**src/rtl/pmem_arbiter.sv**
```systemverilog
// Purpose : shares one physical-memory port between the I-cache (read-only) and the D-cache (read/write).
// Latency : request seen at edge N drives the pmem strobe from cycle N+1; resp is returned combinationally with pmem_resp.
// Backpr. : requesters hold their request until resp; a loser waits, at most one transaction with DCACHE_PRIORITY=0.
//
// Ports:
//   clk, rst_n                      - clock (rising edge), asynchronous active-low reset
//   icache_pmem_*                   - I-cache line read request/address, rdata/resp back
//   dcache_pmem_*                   - D-cache line read/write request/address/wdata, rdata/resp back
//   pmem_read/write/address/wdata   - physical memory strobes, driven only from latched state
//   pmem_rdata, pmem_resp           - physical memory read line and one-cycle completion
module pmem_arbiter #(
    parameter bit DCACHE_PRIORITY = 1'b1
) (
    input  logic         clk,
    input  logic         rst_n,

    input  logic         icache_pmem_read,
    input  logic [15:0]  icache_pmem_address,
    output logic [127:0] icache_pmem_rdata,
    output logic         icache_pmem_resp,

    input  logic         dcache_pmem_read,
    input  logic         dcache_pmem_write,
    input  logic [15:0]  dcache_pmem_address,
    input  logic [127:0] dcache_pmem_wdata,
    output logic [127:0] dcache_pmem_rdata,
    output logic         dcache_pmem_resp,

    output logic         pmem_read,
    output logic         pmem_write,
    output logic [15:0]  pmem_address,
    output logic [127:0] pmem_wdata,
    input  logic [127:0] pmem_rdata,
    input  logic         pmem_resp
);

    typedef enum logic [1:0] {
        S_IDLE    = 2'd0,
        S_GRANT_I = 2'd1,
        S_GRANT_D = 2'd2
    } state_t;

    localparam logic GRANT_IS_I = 1'b0;
    localparam logic GRANT_IS_D = 1'b1;

    state_t        state_q, state_d;
    logic          last_grant_q, last_grant_d;
    logic [15:0]   addr_q, addr_d;
    logic [127:0]  wdata_q, wdata_d;
    // The latched op doubles as the pmem strobes: both are cleared whenever
    // the arbiter drops back to IDLE, so they are registered outputs.
    logic          rd_q, rd_d;
    logic          wr_q, wr_d;

    logic          ireq;
    logic          dreq;
    logic          pick_d;

    assign ireq = icache_pmem_read;
    assign dreq = dcache_pmem_read | dcache_pmem_write;

    // Winner in IDLE: a lone requester always wins; on a tie D wins under
    // priority mode, otherwise the side that was not served last wins.
    assign pick_d = dreq & (~ireq | DCACHE_PRIORITY | (last_grant_q == GRANT_IS_I));

    always_comb begin
        state_d      = state_q;
        last_grant_d = last_grant_q;
        addr_d       = addr_q;
        wdata_d      = wdata_q;
        rd_d         = rd_q;
        wr_d         = wr_q;

        case (state_q)
            S_IDLE: begin
                if (ireq || dreq) begin
                    if (pick_d) begin
                        state_d = S_GRANT_D;
                        addr_d  = dcache_pmem_address & 16'hFFF0;
                        wdata_d = dcache_pmem_wdata;
                        // Read and write together is a write-back.
                        wr_d    = dcache_pmem_write;
                        rd_d    = ~dcache_pmem_write;
                    end else begin
                        state_d = S_GRANT_I;
                        addr_d  = icache_pmem_address & 16'hFFF0;
                        wdata_d = '0;
                        wr_d    = 1'b0;
                        rd_d    = 1'b1;
                    end
                end
            end

            S_GRANT_I: begin
                if (pmem_resp) begin
                    last_grant_d = GRANT_IS_I;
                    // Hand straight over to a waiting D-cache; the I-cache's
                    // own request is still high this cycle and must be ignored.
                    if (dreq) begin
                        state_d = S_GRANT_D;
                        addr_d  = dcache_pmem_address & 16'hFFF0;
                        wdata_d = dcache_pmem_wdata;
                        wr_d    = dcache_pmem_write;
                        rd_d    = ~dcache_pmem_write;
                    end else begin
                        state_d = S_IDLE;
                        rd_d    = 1'b0;
                        wr_d    = 1'b0;
                    end
                end
            end

            S_GRANT_D: begin
                if (pmem_resp) begin
                    last_grant_d = GRANT_IS_D;
                    if (ireq) begin
                        state_d = S_GRANT_I;
                        addr_d  = icache_pmem_address & 16'hFFF0;
                        wdata_d = '0;
                        wr_d    = 1'b0;
                        rd_d    = 1'b1;
                    end else begin
                        state_d = S_IDLE;
                        rd_d    = 1'b0;
                        wr_d    = 1'b0;
                    end
                end
            end

            default: begin
                state_d = S_IDLE;
                rd_d    = 1'b0;
                wr_d    = 1'b0;
            end
        endcase
    end

    always_ff @(posedge clk or negedge rst_n) begin
        if (!rst_n) begin
            state_q      <= S_IDLE;
            last_grant_q <= GRANT_IS_D;
            addr_q       <= '0;
            wdata_q      <= '0;
            rd_q         <= 1'b0;
            wr_q         <= 1'b0;
        end else begin
            state_q      <= state_d;
            last_grant_q <= last_grant_d;
            addr_q       <= addr_d;
            wdata_q      <= wdata_d;
            rd_q         <= rd_d;
            wr_q         <= wr_d;
        end
    end

    assign pmem_read    = rd_q;
    assign pmem_write   = wr_q;
    assign pmem_address = addr_q;
    assign pmem_wdata   = wdata_q;

    // A pmem_resp seen in IDLE (e.g. stale after a reset) is dropped here.
    assign icache_pmem_resp  = (state_q == S_GRANT_I) & pmem_resp;
    assign dcache_pmem_resp  = (state_q == S_GRANT_D) & pmem_resp;

    assign icache_pmem_rdata = pmem_rdata;
    assign dcache_pmem_rdata = pmem_rdata;

endmodule

```
**config.mk**
```make
export PLATFORM = sky130hd
export DESIGN_NAME = pmem_arbiter
export DESIGN_NICKNAME = d
export VERILOG_FILES = /design/src/rtl/pmem_arbiter.sv
export SDC_FILE = /design/constraint.sdc
export NUM_CORES = 1
export LEC_CHECK = 0
export ABC_AREA = 1
export CORE_AREA = 2 2 268 270
export CTS_BUF_LIST = sky130_fd_sc_hd__clkbuf_8
export DETAILED_ROUTE_END_ITERATION = 10
export DIE_AREA = 0 0 270 272
export PLACE_DENSITY = 0.39
export SLEW_MARGIN = 5
export SYNTH_ARGS = -nofsm -noshare
export SYNTH_HDL_FRONTEND = slang
export SYNTH_SLANG_ARGS = --single-unit
```
**constraint.sdc**
```tcl
create_clock -name clk -period 2.3 [get_ports clk]
set_clock_uncertainty 0.2 [all_clocks]
set_input_delay 0.46 -clock clk [delete_from_list [all_inputs] [get_ports clk]]
set_output_delay 0.46 -clock clk [all_outputs]
set_load 0.1 [all_outputs]
```
==> results.cfg, run 1 <==
[run_status]
status = finished, final reports clean

[logic_synthesis]
synth_area_leaders = dfrtp_1 (36%), nand2_1 (23%), buf_4 (21%), nand3_1 (14%), inv_1 (1.3%)
yosysSeqAreaShare_pct = 35.8
yosysMostFrequentCell = nand2_1
async_flop_share_pct = 100
yosysWarnings = 0
ys_top_cells_by_count = nand2_1 (620), buf_4 (282), nand3_1 (272)
yosys.area_share.simple_pct = 37.1
synthAdderAreaFrac_pct = 0.621
muxShareOfSynthArea_pct = 0
synth_edf_count = 0
synth_area_mm2 = 0.0101
synth_top_area_share_pct = 35.8
synth_largest_area_cell = dfrtp_1
synth_cell_types = 19
synth-xor-area-share_pct = 0
synth_flop_cell = dfrtp_1
synth_top_family_by_area = simple AND/OR/NAND/NOR gates
ys_seq_elements = 144
synth.avg_cell_area_um2 = 6.90
synth_compound_area_share_pct = 1.08
syn_inst = 1460

[finish]
fin_nets = 1791
stdcell_count = 2456
utilization_pct = 18.4
final_cell_area_mm2 = 0.0130
areaGrowthSynthToFinish_pct = 29.3
drive_above_1_share_pct = 16.9

[place]
gp_congestion = 0.804
port_buffers = 301
place_hpwl_mm = 38.8
dp_cells = 2415
place_worst_setup_slack_ns = -0.0933
dpl_cell_area_mm2 = 0.0125

[critical_path]
reg2reg_slack_ns = 0.13
worstRegToRegCells = 10
criticalPathCategory = flip-flop to output port
critical_path_required_ns = 1.64
cp_max_fo = 3
arrival_ns = 1.62
reg2reg_from = state_q[0]
r2r_end = pmem_wdata[71]
endpoint_kind = output port
cp-start-kind = flip-flop

[worst_hold_path]
hold_path_class = input pin to async pin

[die]
core-area_mm2 = 0.0708
die_h_um = 272
die-area_mm2 = 0.0734
fp.dieW_um = 270
ios = 698
rows = 98
initial_core_util_pct = 14.2

[sta]
max_freq_mhz = 439
hold_viol = 0
worst_slack_ns = 0.0242
timing.final.crit_period_ns = 2.28
rsz0062_at_grt = yes
slew_viol_final = 0
slew_headroom_pct = 56.0
finalSetupViolations = 0
worstMarginPinSlew_ns = 0.659
finalCritPeriodShare_pct = 98.9

[drt]
wl_per_cell_um = 20.5
postRouteAntennaNets = 0
vias_per_cell = 3.80
num_vias = 9337
drcViolationCount = 0
drt_first_pass_iters = 6
drt_iter0_drc = 675
wl_mm = 50.4

[cts]
htreeDepth = 4
cts_buffers = 17
clkTransAtPathRegs_ns = 0.09
insertion_delay_ns = 0.54
cts-root-buf = clkbuf_8
cts.path.max_buffers = 2
cts_tree = yes
clock-sinks = 144

[global_routing]
grt_max_degree = 75
grt_pass1_vias = 8916
overflow = 0
grt_pass1_wl_mm = 70.8
gr-usage-all-layers_pct = 13.5
grt_antenna_before_repair = 8

[power]
p_leak_uw = 0.00665
vdd_drop_max_mv = 1.06
power.total_uw = 23400
power.density_mw_per_mm2 = 1790

[run]
drv_cap = 0
-- layout make-up --
cell class / count / area [um^2]
timing repair buffer: 364 / 3650
antenna: 2 / 5.00
clock buffer: 21 / 289
multi-input combinational: 928 / 3990
fill: 7979 / 57700
inverter: 37 / 145
clock inverter: 10 / 159
sequential: 144 / 3600
tap: 950 / 1190
-- worst max-delay path by stage --
stage                                start          endpoint  cells past startpoint
final                           state_q[0]  icache_pmem_resp                      5
after global routing            state_q[0]  icache_pmem_resp                      5
after CTS                       state_q[0]  icache_pmem_resp                      5
after detailed placement  dcache_pmem_read    pmem_wdata[60]                      9
after global placement    dcache_pmem_read    pmem_wdata[54]                      9
after floorplan                 state_q[1]  icache_pmem_resp                      7
-- repair_timing --
action                     in CTS  in global routing
setup endpoints to repair       2                 16
hold endpoints to repair      138                  0
hold buffers                    1                  0
buffers inserted                3                  4
gates resized for setup        10                  0
pin swaps                       2                  1
-- routing by layer --
metal,wire [um],global-route usage (%),up-vias
met1,17900,13.9,4277
met2,24900,23.1,607
met3,5890,7.15,75
met4,1640,5.13,2
met5,12,0.128,-
li1,-,-,4376
-- logic make-up (layout without fill, tap and decap cells) --
logic type / after synthesis / after routing
buf+inv: 391 / 432
compound gates: 20 / 20
other cells: 1 / 6
simple gates: 899 / 899
fa+ha+maj: 5 / 5
flops: 144 / 144
-- worst max-delay path, cell delays in order (launching register included) --
cell        delay [ns]
dfrtp_1           0.43
buf_6             0.14
ha_4              0.16
nand2_4           0.07
clkinvlp_4        0.09
buf_12            0.17
-- through the flow --
step / TNS, ns / hold WS (ns)
detailed placement: -7.34 / 0.206
CTS: -0.0653 / 0.119
global route: -0.0693 / 0.173
global placement: -3.42 / 0.208
floorplan: 0 / -0.0356
finish: 0 / 0.191
-- placed cells by master (no fill, tap or decap) --
cell type / count
nand2_1: 617
nand3_1: 272
buf_4: 164
clkdlybuf4s50_1: 156
dfrtp_1: 143
buf_12: 41
inv_1: 33
clkbuf_8: 21
o21ai_0: 18
inv_2: 4
conb_1: 4
bufinv_16: 4
nor2_1: 3
ha_4: 3
diode_2: 2
nand2_4: 2
nand2_2: 2
nor2_4: 2
ha_1: 2
clkinv_4: 2
buf_6: 2
clkinvlp_4: 1
o21bai_2: 1
nand2_8: 1
inv_4: 1
a21boi_0: 1
inv_6: 1
clkinv_2: 1
dlygate4sd3_1: 1
dfrtp_2: 1
-- power breakdown --
group          internal [uW]  leakage (uW)  switching, uW
Combinational           4230       0.00455          12600
Clock                   1290      0.000235           1170
Sequential              3530       0.00187            600
Total                   9050       0.00665          14300
-- registers in the layout, indices dropped and copies added, names as in the netlist --
name          flops
pmem_address     12
pmem_read         1
pmem_wdata      128
pmem_write        1
state_q           2
No activity file was read; power rests on OpenSTA's default activity.
==> inputs of run 2 (changes only) <==
Settings changed: ABC_AREA 1 to 0, CAP_MARGIN set to 5, CORE_AREA 2 2 268 270 to 2 2 269 271, DIE_AREA 0 0 270 272 to 0 0 271 273, PLACE_DENSITY 0.39 to 0.36, REMOVE_ABC_BUFFERS set to 1.
==> run 2 against run 1 <==
  * The run now ends with negative setup slack left
  * Maximum frequency shrank 1.2%
  * Non-clock buffer count is 6 higher
  * Register-to-register slack got worse by 0.13 ns
  * Largest cell class is now non-clock buffers
  * Highest routed layer unchanged
==> results.cfg, run 2 <==
[sta]
finalSetupViolations = 2
rsz0062_at_grt = yes
timing.final.crit_period_ns = 2.30
slew_viol_final = 0
finalCritPeriodShare_pct = 100
whs_ns = 0.236
slew_headroom_pct = 59.7
hold_viol = 0
max_freq_mhz = 434
worstMarginPinSlew_ns = 0.605
worst_slack_ns = -0.00337

[drt]
wl_mm = 78.2
vias_per_cell = 3.49
postRouteAntennaNets = 0
drcViolationCount = 0
num_vias = 6909
drt_iter0_drc = 459
wl_per_cell_um = 39.6
drt_first_pass_iters = 5

[power]
vdd_drop_max_mv = 0.934
internal-power_uw = 9870
power.density_mw_per_mm2 = 1980
p_seq_share_pct = 18.5
combPwrFrac_pct = 71.7
power.total_uw = 23800
power_frac_clock_pct = 9.8
netSwitchingFraction_pct = 58.6
p_switching_uw = 13900
p_leak_uw = 0.00584

[finish]
utilization_pct = 16.9
fill_cells = 7906
areaGrowthSynthToFinish_pct = 37.0
fin_nets = 1312
layout_common_cells = buf_4 (163), clkdlybuf4s50_1 (156), dfrtp_1 (142), nand2_1 (141), mux2i_1 (140)
multi_input_area_mm2 = 0.00255
final_common_cell = buf_4
drive_above_1_share_pct = 25.6
stdcell_count = 1977
regArea_mm2 = 0.00361
largest_reg_flops = 128

[critical_path]
criticalPathCategory = flip-flop to flip-flop
worst_path_largest_cell_delay_ns = 0.45
worst-path-buf-inv = 4
cp-start-kind = flip-flop
cp_max_fo = 6
crit_family = buffers and inverters
crit_chain = buf_4 -> buf_4 -> ha_2 -> nor3b_2 -> o22a_4 -> buf_6 -> clkbuf_16 -> mux2_1
endpoint_kind = flip-flop
reg2reg_slack_ns = -0.003
critical_path_required_ns = 2.54
arrival_ns = 2.54
cp_slowest_cell = dfrtp_2
crit_top_cell = buf_4

[logic_synthesis]
syn_inst = 919
yosysWarnings = 0
synth_cell_types = 31
synth_flop_cell = dfrtp_1
yosysMostFrequentCell = buf_4
yosysSeqAreaShare_pct = 41.1
ys_top_cells_by_count = buf_4 (263), dfrtp_1 (144), nand2_1 (141)
ys_seq_elements = 144
synth_area_leaders = dfrtp_1 (41%), buf_4 (23%), mux2i_1 (16%), nand2_1 (6.0%), inv_1 (5.6%)
synth_area_mm2 = 0.00877
async_flop_share_pct = 100
synth.avg_cell_area_um2 = 9.54
synth_top_area_share_pct = 41.1
synth_largest_area_cell = dfrtp_1
synth_edf_count = 0

[die]
die-area_mm2 = 0.0740
fp.dieW_um = 271
rows = 98
core-area_mm2 = 0.0710
ios = 698
die_h_um = 273
initial_core_util_pct = 12.4

[run]
drv_cap = 0

[place]
place_worst_setup_slack_ns = -0.194
gp_congestion = 0.908
dp_cells = 1920
place_hpwl_mm = 67.2
port_buffers = 301

[global_routing]
grt_max_degree = 48
grt_antenna_before_repair = 3
gr-usage-all-layers_pct = 20.6
overflow = 0
grt_pass1_wl_mm = 94.4
grt_pass1_vias = 6949

[cts]
htreeDepth = 4
clock-sinks = 144
cts.path.max_buffers = 2
cts_buffers = 17
cts-root-buf = clkbuf_8
cts_tree = yes
insertion_delay_ns = 0.56
clkTransAtPathRegs_ns = 0.10

[run_status]
status = finished, violations left
violations = negative setup slack

[worst_hold_path]
hold_path_class = input pin to flip-flop
-- run 2: logic make-up (layout without fill, tap and decap cells) --
| kind of cell | count (synthesis) | count (layout) | share of synthesized area [%] |
|---|---|---|---|
| AO/OA/AOI/OAI | 34 | 34 | 2.74 |
| other | 1 | 5 | 0.0428 |
| AND/OR/NAND/NOR | 152 | 152 | 6.81 |
| flip-flops | 144 | 144 | 41.1 |
| buffers and inverters | 429 | 533 | 30.8 |
| adder cells (fa/ha/maj) | 5 | 5 | 0.713 |
| multiplexers | 154 | 154 | 17.8 |
-- run 2: area by class of cell --
cell class              instances  area share, %
clock buffers                  17           1.95
repair buffers                370           31.3
flip-flops and latches        144           30.0
well taps                     950           9.89
clock inverters                15           1.53
diodes                          1         0.0208
multi-input cells             349           21.2
inverters                     131           4.09
-- run 2: power by group through the flow --
stage,Combinational (uW),Clock [uW],Sequential (uW)
final,17100,2330,4410
after global routing,18000,2550,4560
after CTS,16700,2490,4410
after detailed placement,16500,0,4400
after global placement,16400,0,4430
after floorplan,2550,0,10600
-- run 2: final timing paths --
check | cells after the start | start | to
max in group asynchronous | 3 | rst_n | pmem_wdata[50]
max | 8 | state_q[0] | pmem_address[15]
min in group asynchronous | 2 | rst_n | pmem_wdata[54]
min | 3 | dcache_pmem_wdata[74] | pmem_wdata[74]
max reg2reg | 8 | state_q[0] | pmem_address[15]
min reg2reg | 1 | pmem_address[11] | pmem_address[11]
-- run 2: tightest hold or removal path: cells and delay by family --
family	cells	cell delay, ns
buf+inv	1	0.39
mux	1	0.05
simple gates	1	0.05
-- run 2: layer usage --
metal  up-vias  GRT usage (%)  wire [um]
li1       2756              -          -
met1      3196           15.3      21200
met2       870           30.9      33400
met3        67           25.2      19500
met4        20           7.28       2940
met5         -           11.7       1150
-- run 2: metrics by stage --
stage                     TNS (ns)  cell area [um^2]
after floorplan            -565.75              6570
after global placement      -13.35             11200
after detailed placement    -15.79             11200
after CTS                    -2.24             11700
after global routing         -1.96             12000
final                     -0.00570             12000
-- run 2: repair_timing --
item	CTS	global route
hold buffers	1	0
pin swaps	0	3
setup endpoints to repair	3	133
gates cloned	0	5
resized for setup	10	14
setup buffers	7	11
hold endpoints to repair	44	0
